[src/rtl/operand_entry_pkg.sv]
// Shared definitions for the operand entry front end: the entry FSM state
// encoding, which is also driven straight out to the status LEDs.
package operand_entry_pkg;

  localparam int STATE_W = 2;

  typedef enum logic [STATE_W-1:0] {
    LOAD_A = 2'd0,
    LOAD_B = 2'd1,
    LOAD_C = 2'd2,
    SHOW   = 2'd3
  } entry_state_t;

endpackage

[src/rtl/operand_entry_key_debounce.sv]
// Pushbutton conditioning: two-flop synchroniser, stable-level debounce
// counter and a single-cycle pulse on each clean press (debounced 1->0).
module key_debounce #(
  parameter int DEBOUNCE_CYCLES = 500000,
  parameter int CNT_W           = 20
) (
  input  logic clk,
  input  logic reset,
  input  logic key_n,
  output logic press
);

  localparam logic [CNT_W-1:0] CNT_MAX = CNT_W'(DEBOUNCE_CYCLES - 1);

  logic             key_meta;
  logic             key_sync;
  logic             level;
  logic [CNT_W-1:0] cnt;

  // Bring the raw button into the clock domain; preset to the released level
  always_ff @(posedge clk or posedge reset) begin
    if (reset) begin
      key_meta <= 1'b1;
      key_sync <= 1'b1;
    end else begin
      key_meta <= key_n;
      key_sync <= key_meta;
    end
  end

  // Accept a new level only after it has differed from the current one long enough
  always_ff @(posedge clk or posedge reset) begin
    if (reset) begin
      level <= 1'b1;
      cnt   <= '0;
      press <= 1'b0;
    end else begin
      press <= 1'b0;
      if (key_sync == level) begin
        cnt <= '0;
      end else if (cnt == CNT_MAX) begin
        level <= key_sync;
        cnt   <= '0;
        press <= ~key_sync;
      end else begin
        cnt <= cnt + 1'b1;
      end
    end
  end

endmodule

[src/rtl/operand_entry.sv]
// Operand entry front end for the 4-bit adder: loads a, b and carry-in from
// the slide switches on successive button presses and flags when all are set.
module operand_entry
  import operand_entry_pkg::*;
#(
  parameter int DEBOUNCE_CYCLES = 500000,
  parameter int CNT_W           = 20
) (
  input  logic               clk,
  input  logic               reset,
  input  logic [3:0]         sw,
  input  logic               key_n,
  output logic [3:0]         a,
  output logic [3:0]         b,
  output logic               cin,
  output logic               valid,
  output logic [STATE_W-1:0] step
);

  entry_state_t state;
  entry_state_t next_state;
  logic [3:0]   sw_meta;
  logic [3:0]   sw_sync;
  logic         press;
  logic         load_a;
  logic         load_b;
  logic         load_c;

  key_debounce #(
    .DEBOUNCE_CYCLES(DEBOUNCE_CYCLES),
    .CNT_W          (CNT_W)
  ) u_key_debounce (
    .clk  (clk),
    .reset(reset),
    .key_n(key_n),
    .press(press)
  );

  // Two-flop synchroniser for the switch bank
  always_ff @(posedge clk or posedge reset) begin
    if (reset) begin
      sw_meta <= '0;
      sw_sync <= '0;
    end else begin
      sw_meta <= sw;
      sw_sync <= sw_meta;
    end
  end

  // State register; valid is registered alongside so it tracks step exactly
  always_ff @(posedge clk or posedge reset) begin
    if (reset) begin
      state <= LOAD_A;
      valid <= 1'b0;
    end else begin
      state <= next_state;
      valid <= (next_state == SHOW);
    end
  end

  // Each clean press advances one step, wrapping from SHOW back to LOAD_A
  always_comb begin
    next_state = state;
    if (press) begin
      unique case (state)
        LOAD_A:  next_state = LOAD_B;
        LOAD_B:  next_state = LOAD_C;
        LOAD_C:  next_state = SHOW;
        SHOW:    next_state = LOAD_A;
        default: next_state = LOAD_A;
      endcase
    end
  end

  // Capture enables: only the operand belonging to the current step is loaded
  always_comb begin
    load_a = 1'b0;
    load_b = 1'b0;
    load_c = 1'b0;
    if (press) begin
      unique case (state)
        LOAD_A:  load_a = 1'b1;
        LOAD_B:  load_b = 1'b1;
        LOAD_C:  load_c = 1'b1;
        default: ;
      endcase
    end
  end

  // Operand registers hold their value until their own step captures again
  always_ff @(posedge clk or posedge reset) begin
    if (reset) begin
      a   <= '0;
      b   <= '0;
      cin <= 1'b0;
    end else begin
      if (load_a) a   <= sw_sync;
      if (load_b) b   <= sw_sync;
      if (load_c) cin <= sw_sync[0];
    end
  end

  assign step = state;

endmodule

[config.mk]
export PLATFORM = sky130hd
export DESIGN_NAME = operand_entry
export DESIGN_NICKNAME = d
export VERILOG_FILES = /design/src/rtl/operand_entry_pkg.sv /design/src/rtl/operand_entry_key_debounce.sv /design/src/rtl/operand_entry.sv
export SDC_FILE = /design/constraint.sdc
export NUM_CORES = 1
export LEC_CHECK = 0
export ABC_AREA = 0
export CORE_AREA = 2 2 68 70
export CTS_CLUSTER_DIAMETER = 80
export DETAILED_ROUTE_END_ITERATION = 7
export DIE_AREA = 0 0 70 72
export PLACE_DENSITY = 0.7
export RECOVER_POWER = 25
export SLEW_MARGIN = 15
export SYNTH_ARGS = -nofsm -noshare
export SYNTH_HDL_FRONTEND = slang
export SYNTH_SLANG_ARGS = --single-unit
[constraint.sdc]
create_clock -name clk -period 4.43 [get_ports clk]
set_clock_uncertainty 0.15 [all_clocks]
set_input_delay 1.329 -clock clk [delete_from_list [all_inputs] [get_ports clk]]
set_output_delay 1.329 -clock clk [all_outputs]
set_load 0.005 [all_outputs]
# Word-level counts from Yosys, hierarchy flattened
# Cells that the tools add are included.
# W data, S select, Z words.
# word_totals
romBits	0
mem_bits_rw	0
in_bits	7
n_memories	0
latchBits	0
out_inout_bits	12
elab_cells	35
regBits	44
# op_classes
reduce_logical	2
n_mul	0
order_cmp	0
muxes	12
n_bitwise	2
div	0
shift	0
eq_ne	6
n_addsub	1
# op_table
operator	count
$mux W20	2
$add A20 B1 Y20 const B	1
$eq A20 B19 Y1 const B	1
$mux W1	8
$pmux W2 S4	1
$eq A2 B2 Y1 const B	3
$eq A2 B1 Y1 const B	1
$logic_not A2 Y1	1
$mux W2	1
$not A1 Y1	2
$reduce_and A2 Y1	1
$eq A1 B1 Y1	1

# Depth between registers and ports, before layout
# Gate-level depths: netlist of the first run.
# depth
depth_word	4
mapped_depth	7
mapped_depth_nobuf	5

# By module
# From an unflattened synthesis of the first run, not the netlist that was laid out.
# unflattened
cells_unflattened	159
area_unflattened_um2	1986.9
# modules_own_cells
mod	area_each_um2	n_inst	cells_each
key_debounce	1238.7	1	114
operand_entry	748.2	1	45

# Worst setup path before layout of the first run
# No wires, ideal clock.
# synth_timing
path_kind	register to register
start	reg u_key_debounce.cnt[0]
end	reg u_key_debounce.cnt[18]
t_required_ns	4.203
t_arrival_ns	1.717
stages_incl_launch_ff	6
slack_ns	2.485
n_path_buf	0
setup_ns	0.077
period_less_slack_ns	1.945
cell_sequence	dfrtp_1 ha_1 nand4_4 or4_1 or3_1 a21oi_1
# synth_via
elab_chain_cells	3
word_cells_on_any_way	4
classes_between	add/sub: 1; eq/ne: 1; mux: 2
# synth_lines
item	line	rtl
from (decl)	operand_entry_key_debounce.sv:18	logic [CNT_W-1:0] cnt;
from (signal assigned)	operand_entry_key_debounce.sv:46	cnt <= cnt + 1'b1;
$add A20 B1 Y20 / $eq A20 B19 Y1 (equally long branches)	operand_entry_key_debounce.sv:46, operand_entry_key_debounce.sv:41	
$mux W20 (*)	operand_entry_key_debounce.sv:41	end else if (cnt == CNT_MAX) begin
$mux W20 (*)	operand_entry_key_debounce.sv:39	if (key_sync == level) begin
# Mark *: on every way between the ends. The rest lies on a longest branch, timed or not.
# A chain may end at the register's enable or synchronous reset.

# Worst setup path after layout of the first run
# layout_timing
start	reg state[1], in the netlist step[1]
end	out step[1]
# layout_rtl
item	line	rtl
from (decl)	operand_entry.sv:20	entry_state_t state;
from (signal assigned)	operand_entry.sv:56	state <= next_state;
to (decl)	operand_entry.sv:17	output logic [STATE_W-1:0] step
# No word-level cell between the ends.

==> impl_metrics.tcl, run 1 <==
set metrics [dict create \
    run_status "finished, final reports clean" \
    clock_sink_count 44 \
    worst-r2r-cell-count 5 \
    design.die.area_um2 5040 \
    setup_violations 0 \
    post_synth_net_total 172 \
    detail_route.drc_violations 0 \
    critical_path.top_delay_family "buffers and inverters" \
    grt_first_pass_wirelength_um 5760 \
    worst-endpoint-arrival_ns 1.16 \
    worstSetupPathType "reg -> out" \
    clkSlewWorstSetupHoldPaths_ns 0.07 \
    yosys_warnings 0 \
    synthesis.area_um2 1870 \
    worst_slew_margin_rel_pct 45.2 \
    cts_setup_buffers 0 \
    power.share.switching_pct 20.9 \
    synth_top_family_by_area "simple AND/OR/NAND/NOR gates" \
    row_count 24 \
    area_growth_pct 16.3 \
    num_io_pins 19 \
    intPower_mw 0.527 \
    routed-via-count 1217 \
    cp_cell_sequence "clkdlybuf4s50_1" \
    final_net_count 194 \
    pwr-share-seq_pct 62.3 \
    pwr-share-comb_pct 3.1 \
    postCtsResizedCells 0 \
    gpl.final_weighted_congestion 0.804 \
    rsz_0062_raised_after_global_routing "false" \
    cts_tree "yes" \
    synth-seq-area-share_pct 59.0 \
    fin_hold_ws_ns 0.200 \
    crit_path_start_kind "flop" \
    hold_violations 0 \
    slowest_stage "clkdlybuf4s50_1" \
    clockBufferDepth 2 \
    tightestPinTransition_ns 0.821 \
    synth-simple-area-share_pct 18.4 \
    switching_power_mw 0.139 \
    fmax_mhz 379 \
    ys_async_sr_fraction_pct 100 \
    yosys-mux-area-fraction_pct 6.01 \
    post_synth_num_cell_types 25 \
    synth_top_flop_cell "dfrtp_1" \
    drt-total-wl_um 3190 \
    detail-route-antenna-nets 0 \
    timing.final.max_slew_violations 0 \
    p_leak_nw 0.922 \
    vdd_drop_max_mv 0.151 \
    antenna_found_initial 0 \
    post_synth.cell_area_avg_um2 11.7 \
    number_of_flops_mapped_to_enable_cells_by_yosys 0 \
    power.density_nw_per_um2 306 \
    fp.dieH_um 72 \
    power.clock.fraction_pct 34.6 \
    drt-pass1-iter-count 4 \
    fin_setup_tns_ns 0 \
    cts-htree-levels 2 \
    global_route.usage.total_pct 14.8 \
    gr-total-overflow 0 \
    cp-end-kind "output port" \
    number_of_buffer_and_inverter_stages_on_the_critical_path 1 \
    first_global_vias 1198 \
    place_hpwl_um 2330 \
    port_buffers 18 \
    post-route-period-util_pct 59.6 \
    fillers 382 \
    worst-endpoint-required_ns 2.95 \
    vias_per_cell 5.18 \
    postSynthRegisterBits 44 \
    synth_compound_gate_area_share_pct 2.87 \
    n_antenna_cell 0 \
    wl_per_cell_um 13.6 \
    floorplan.core_area_um2 4260 \
    ctsHoldBuffers 0 \
    holdPathStages 0 \
    cp_slowest_stage_delay_ns 0.51 \
    die_width_um 70 \
    final_layout_size_suffix_gt1_share_pct 13.1 \
    total_cts_buffers 5 \
    period_needed_ns 2.64 \
    adder_and_majority_cell_fraction_of_the_synthesized_area_pct 3.34 \
    syn_inst 160 \
    worstSkewPairLatency_ns 0.29 \
    cp_max_fo 3 \
    grt_max_degree 24 \
    timing.hold.worst.class "reg -> reg" \
    cap_violations 0 \
    worst-r2r-setup-slack_ns 2.30 \
    initialDrtViolationCount 36 \
    synthXorXnorAreaFrac_pct 7.48 \
    root_buffer "clkbuf_8" \
    initial_utilization_pct 43.9 \
    worstSetupPathDepth 1 \
]
## kinds of logic after synthesis
logic type / Yosys count
compound gates: 10
flops: 44
simple gates: 64
xor+xnor: 16
buf+inv: 11
fa+ha+maj: 5
mux: 10
## worst paths after layout
kind / to / start
max: step[1] / step[1]
min: sw_sync[2] / sw_meta[2]
max reg2reg: u_key_debounce.cnt[18] / u_key_debounce.cnt[0]
min reg2reg: sw_sync[2] / sw_meta[2]
max in group asynchronous: u_key_debounce.key_sync / reset
min in group asynchronous: u_key_debounce.cnt[14] / reset
## through the flow
step	cell area (um^2)	total power [mW]	std cells	setup slack [ns]	utilization (%)
finish	2180	0.666	235	1.79	51.1
global route	2180	0.704	235	1.72	51.1
CTS	2180	0.677	235	1.77	51.1
detailed placement	2100	0.445	227	1.56	49.2
global placement	2100	0.443	227	1.63	49.2
floorplan	1870	0.435	160	1.92	-
## power by group through the flow
stage,combinational (mW),sequential [mW],clock [mW]
2_1_floorplan,0.0149,0.420,0
6_report,0.0205,0.415,0.230
4_1_cts,0.0224,0.415,0.240
3_5_place_dp,0.0224,0.423,0
5_1_grt,0.0239,0.416,0.264
3_3_place_gp,0.0214,0.422,0
## registers in the layout (all words and copies together) (netlist names), 2 cells and up
register,count
u_key_debounce.cnt,20
sw_sync,4
step,2
sw_meta,4
a,4
b,4
## Yosys cell counts, types with 5 or more instances
library cell,count,area (um^2)
ha_1,5,62.6
mux2_2,10,113
nand4_1,5,31.3
nand3_1,8,40.0
xnor2_1,13,114
inv_1,7,26.3
nor4_1,5,31.3
nor3_1,5,25.0
nand2_1,10,37.5
o21ai_0,6,30.0
nor2_1,21,78.8
dfrtp_1,41,1030
## final cells by class
| cell class | instances | area [um^2] | area share [%] |
|---|---|---|---|
| sequential | 44 | 1100 | 50.7 |
| multi-input combinational | 105 | 713 | 32.7 |
| timing repair buffer | 19 | 188 | 8.62 |
| clock buffer | 7 | 76.3 | 3.50 |
| tap | 52 | 65.1 | 2.99 |
| inverter | 7 | 26.3 | 1.21 |
| clock inverter | 1 | 5.00 | 0.230 |
## layout by cell type, fill, tap and decap left out
master | netlist | final
a21oi_1 | 3 | 3
a31o_2 | 1 | 1
and2_0 | 0 | 1
buf_4 | 1 | 1
clkbuf_1 | 0 | 2
clkbuf_8 | 0 | 5
clkdlybuf4s50_1 | 0 | 13
clkinv_2 | 0 | 1
dfrtp_1 | 41 | 41
dfstp_2 | 3 | 3
dlygate4sd3_1 | 0 | 5
ha_1 | 5 | 5
inv_1 | 7 | 7
mux2_2 | 10 | 10
nand2_1 | 10 | 10
nand3_1 | 8 | 8
nand4_1 | 5 | 5
nand4_4 | 2 | 2
nor2_1 | 21 | 21
nor3_1 | 5 | 5
nor3b_1 | 1 | 1
nor4_1 | 5 | 5
o21ai_0 | 6 | 6
or3_1 | 4 | 4
or4_1 | 1 | 1
or4_4 | 1 | 1
xnor2_1 | 13 | 13
xor2_1 | 3 | 3
## per-layer routing
metal	global-route usage [%]	up-vias	part of all wire [%]
met1	19.2	591	45
li1	-	590	-
met3	4.31	7	4.4
met4	5.77	0	1.8
met5	0	-	0
met2	23.6	29	49
(Power assumes the default switching activity.)
==> run 2: changes to the inputs <==
Clock period 4.43 ns to 2.7 ns, I/O delays scaled along.
==> run 2 against run 1 <==
Against the previous run:
- via count fell by 0.25%
- combinational power increased by 58%
- die area did not move
- register-to-register slack worse by 1.7 ns
- sequential cell count unchanged
- cell area increased by 0.40%
- non-clock buffer count did not move
- power up 67%
- largest power group unchanged
==> impl_metrics.tcl, run 2 (synthesis results as in run 1) <==
set metrics [dict create \
    run_status "finished, final reports clean" \
    seq_area_um2 1100 \
    routed-via-count 1214 \
    power.density_nw_per_um2 509 \
    critical_path.top_delay_family "buffers and inverters" \
    num_io_pins 19 \
    vdd_drop_max_mv 0.223 \
    design_area_um2 2190 \
    clockBufferDepth 2 \
    detailed_routing_wirelength_on_met1_um 1270 \
    drt-total-wl_um 2930 \
    worstSkewPairLatency_ns 0.29 \
    area_growth_pct 16.8 \
    antenna_found_initial 0 \
    port_buffers 18 \
    total_cts_buffers 5 \
    hold_violations 0 \
    top_register "u_key_debounce.cnt" \
    timing.hold.worst.class "reg -> reg" \
    n_antenna_cell 0 \
    first_global_vias 1144 \
    root_buffer "clkbuf_8" \
    cts_setup_buffers 0 \
    postCtsResizedCells 0 \
    clkSlewWorstSetupHoldPaths_ns 0.08 \
    drt-pass1-iter-count 4 \
    finish.utilization_pct 51.3 \
    clock_sink_count 44 \
    cap_violations 0 \
    ctsHoldBuffers 0 \
    setup_violations 0 \
    place_hpwl_um 2130 \
    vias_per_cell 5.17 \
    cts-htree-levels 2 \
    holdPathStages 0 \
    fillers 387 \
    worstSetupPathDepth 1 \
    layout.cells.non_filler 235 \
    power_mw 1.11 \
    global_route.usage.total_pct 13.4 \
    cp_slowest_stage_delay_ns 0.51 \
    fmax_mhz 468 \
    initialDrtViolationCount 58 \
    row_count 24 \
    fin_hold_ws_ns 0.203 \
    largest_register_ffs 20 \
    placement.setup.worst_slack_ns 0.627 \
    initial_utilization_pct 43.9 \
    highest_layer "met4" \
    worst-endpoint-required_ns 1.74 \
    design.die.area_um2 5040 \
    fin_setup_tns_ns 0 \
    crit_path_start_kind "flop" \
    die_width_um 70 \
    slowest_stage "clkdlybuf4s50_1" \
    grt_first_pass_wirelength_um 5310 \
    final_net_count 194 \
    fp.dieH_um 72 \
    layout_commonest_cell "dfrtp_1" \
    final_layout_size_suffix_gt1_share_pct 14.2 \
    finalWorstSetupSlack_ns 0.565 \
    multi_input_area_um2 713 \
    grt_max_degree 45 \
    number_of_buffer_and_inverter_stages_on_the_critical_path 1 \
    detail_route.drc_violations 0 \
    cts_tree "yes" \
    tightestPinTransition_ns 1.03 \
    wl_per_cell_um 12.5 \
    gpl.final_weighted_congestion 0.840 \
    cp_max_fo 3 \
    layout_common_cells "dfrtp_1 (41), nor2_1 (21), xnor2_1 (13)" \
    dp_cells 227 \
    post-route-period-util_pct 79.1 \
    worstSetupPathType "reg -> out" \
    timing.final.max_slew_violations 0 \
    met2_length_um 1460 \
    worst-r2r-cell-count 5 \
    floorplan.core_area_um2 4260 \
    p_leak_nw 0.919 \
    worst-endpoint-arrival_ns 1.18 \
    placement.cell_area_um2 2100 \
    worst_slew_margin_rel_pct 31.2 \
    met3RoutedLength_um 152 \
    cp-end-kind "output port" \
    cp_cell_sequence "clkdlybuf4s50_1" \
    gr-total-overflow 0 \
    period_needed_ns 2.14 \
    detail-route-antenna-nets 0 \
    rsz_0062_raised_after_global_routing "false" \
]
-- run 2: cell count changes in the layout (fill, tap and decap cells not counted) --
cell and change:
buf_4 -1, dlygate4sd3_1 +1, clkdlybuf4s50_1 -1, clkinv_4 +1
clkbuf_1 -2, clkbuf_2 +1, clkinvlp_4 +2, clkinv_2 -1
-- run 2: final cells by class --
type,instances,area share (%)
clock buffers,5,3.15
clock inverters,3,1.09
inverters,7,1.20
multi-input cells,105,32.6
flip-flops and latches,44,50.5
well taps,52,2.97
repair buffers,19,8.47
-- run 2: routing by layer --
layer  up-vias  track usage (%)
li1        585                -
met1       597             16.4
met3         5             3.89
met5         -                0
met2        27             22.1
met4         0             6.62
-- run 2: worst paths after layout --
path,start,to,slack [ns]
setup / recovery,step[1],step[1],0.56
setup reg to reg,u_key_debounce.cnt[0],u_key_debounce.cnt[18],0.62
hold reg to reg,u_key_debounce.key_meta,u_key_debounce.key_sync,0.20
min in group asynchronous,reset,sw_sync[3],1.12
hold / removal,u_key_debounce.key_meta,u_key_debounce.key_sync,0.20
max in group asynchronous,reset,u_key_debounce.cnt[4],0.65
-- run 2: power breakdown --
group	internal [mW]	leakage (nW)	switching (mW)	total (mW)
logic	0.0112	0.296	0.0212	0.0324
registers	0.671	0.583	0.00839	0.679
clock network	0.183	0.0404	0.219	0.402
total	0.865	0.919	0.248	1.11
==> run 3: changes to the inputs <==
Settings changed: PLACE_DENSITY 0.7 to 0.72.
Clock period 2.7 ns to 1.7 ns, I/O delays scaled along.
==> run 3 against run 2 <==
Against the previous run:
- the flow now finishes with violations (setup timing)
- first-iteration DRC count fell by 19%
- combinational power rose to 3.0 times the previous value
- sequential cell count did not move
- largest cell class unchanged
==> impl_metrics.tcl, run 3 (synthesis results as in run 1) <==
set metrics [dict create \
    largest_register_ffs 20 \
    dp_cells 249 \
    fmax_mhz 558 \
    placement.cell_area_um2 2300 \
    initial_utilization_pct 43.9 \
    power_mw 1.95 \
    worstSetupPathType "reg -> reg" \
    finalWorstSetupSlack_ns -0.0936 \
    cts_tree "yes" \
    finish.utilization_pct 60.3 \
    power.density_nw_per_um2 758 \
    wl_per_cell_um 13.2 \
    critical_path.reg2reg.startpoint "u_key_debounce.cnt[12]" \
    layout_common_cells "dfrtp_1 (37), buf_4 (25), xnor2_1 (13)" \
    detail_route.drc_violations 0 \
    clockBufferDepth 2 \
    placement.setup.worst_slack_ns -0.118 \
    grt_first_pass_wirelength_um 5870 \
    ctsHoldBuffers 0 \
    hold_path_startpoint "u_key_debounce.key_meta" \
    layout_commonest_cell "dfrtp_1" \
    row_count 24 \
    hold_violations 0 \
    top_register "u_key_debounce.cnt" \
    clock_sink_count 44 \
    clkSlewWorstSetupHoldPaths_ns 0.09 \
    gr-total-overflow 0 \
    root_buffer "clkbuf_8" \
    design_area_um2 2570 \
    grt_max_degree 45 \
    area_growth_pct 37.3 \
    worst_setup_path_startpoint "u_key_debounce.cnt[12]" \
    cap_violations 0 \
    fillers 345 \
    vdd_drop_max_mv 0.337 \
    routed-via-count 1349 \
    gpl.final_weighted_congestion 0.879 \
    num_io_pins 19 \
    die_width_um 70 \
    first_global_vias 1373 \
    final_net_count 224 \
    worstSkewPairLatency_ns 0.29 \
    initialDrtViolationCount 47 \
    setup_violations 19 \
    cts-htree-levels 2 \
    period_needed_ns 1.79 \
    n_antenna_cell 0 \
    floorplan.core_area_um2 4260 \
    cp-end-kind "flop" \
    place_hpwl_um 2400 \
    run_status "finished with violations" \
    global_route.usage.total_pct 14.7 \
    rsz_0062_raised_after_global_routing "true" \
    port_buffers 18 \
    layout.cells.non_filler 265 \
    worst-endpoint-arrival_ns 1.82 \
    total_cts_buffers 5 \
    fin_hold_ws_ns 0.199 \
    p_leak_nw 1.14 \
    tightestPinTransition_ns 0.572 \
    antenna_found_initial 0 \
    timing.hold.worst.class "reg -> reg" \
    final_layout_size_suffix_gt1_share_pct 39.0 \
    detail-route-antenna-nets 0 \
    timing.final.max_slew_violations 0 \
    post-route-period-util_pct 106 \
    cp_max_fo 4 \
    vias_per_cell 5.09 \
    drt-total-wl_um 3500 \
    crit_path_start_kind "flop" \
    fp.dieH_um 72 \
    fin_setup_tns_ns -1.36 \
    worst_slew_margin_rel_pct 61.9 \
    design.die.area_um2 5040 \
    drt-pass1-iter-count 4 \
    worst-endpoint-required_ns 1.72 \
    failed_checks "setup timing" \
]
## run 3: final timing paths
path                                           end  slack (ns)  cells after the start
hold / removal             u_key_debounce.key_sync        0.20                      0
setup reg to reg            u_key_debounce.cnt[19]       -0.09                      5
hold reg to reg            u_key_debounce.key_sync        0.20                      0
setup / recovery            u_key_debounce.cnt[19]       -0.09                      5
max in group asynchronous    u_key_debounce.cnt[4]        0.30                      3
min in group asynchronous                  step[0]        0.66                      3
## run 3: report_power, final
group          total [mW]  switching, mW  internal (mW)
clock               0.775          0.339          0.436
combinational      0.0973         0.0541         0.0432
sequential           1.08         0.0119           1.07
total                1.95          0.405           1.54
## run 3: repair_timing
item                       in CTS  in global routing
pin swaps                       2                 14
gates resized for setup        19                 29
cloned                          0                  2
buffers inserted                5                  1
setup endpoints to repair      32                 20
## run 3: layout make-up
cell class	count	area [um^2]	area share, %
inverter	7	26.3	1.02
timing repair buffer	49	419	16.3
tap	52	65.1	2.53
sequential	44	1110	43.1
clock inverter	2	35.0	1.36
clock buffer	6	72.6	2.82
multi-input combinational	105	845	32.8
## run 3: critical path, cell delays in order (launching register included)
cell	delay (ns)
dfrtp_1	0.41
or3_1	0.39
nor4_2	0.21
a31o_2	0.29
buf_2	0.19
a21oi_2	0.04
## run 3: layer usage
layer / track usage, % / up-vias / share of wire, % / wire, um
li1: - / 648 / - / -
met1: 17.0 / 668 / 43 / 1500
met2: 26.6 / 27 / 51 / 1780
met3: 4.03 / 6 / 5.0 / 175
met4: 5.13 / 0 / 1.4 / 50
met5: 0 / - / 0 / 0
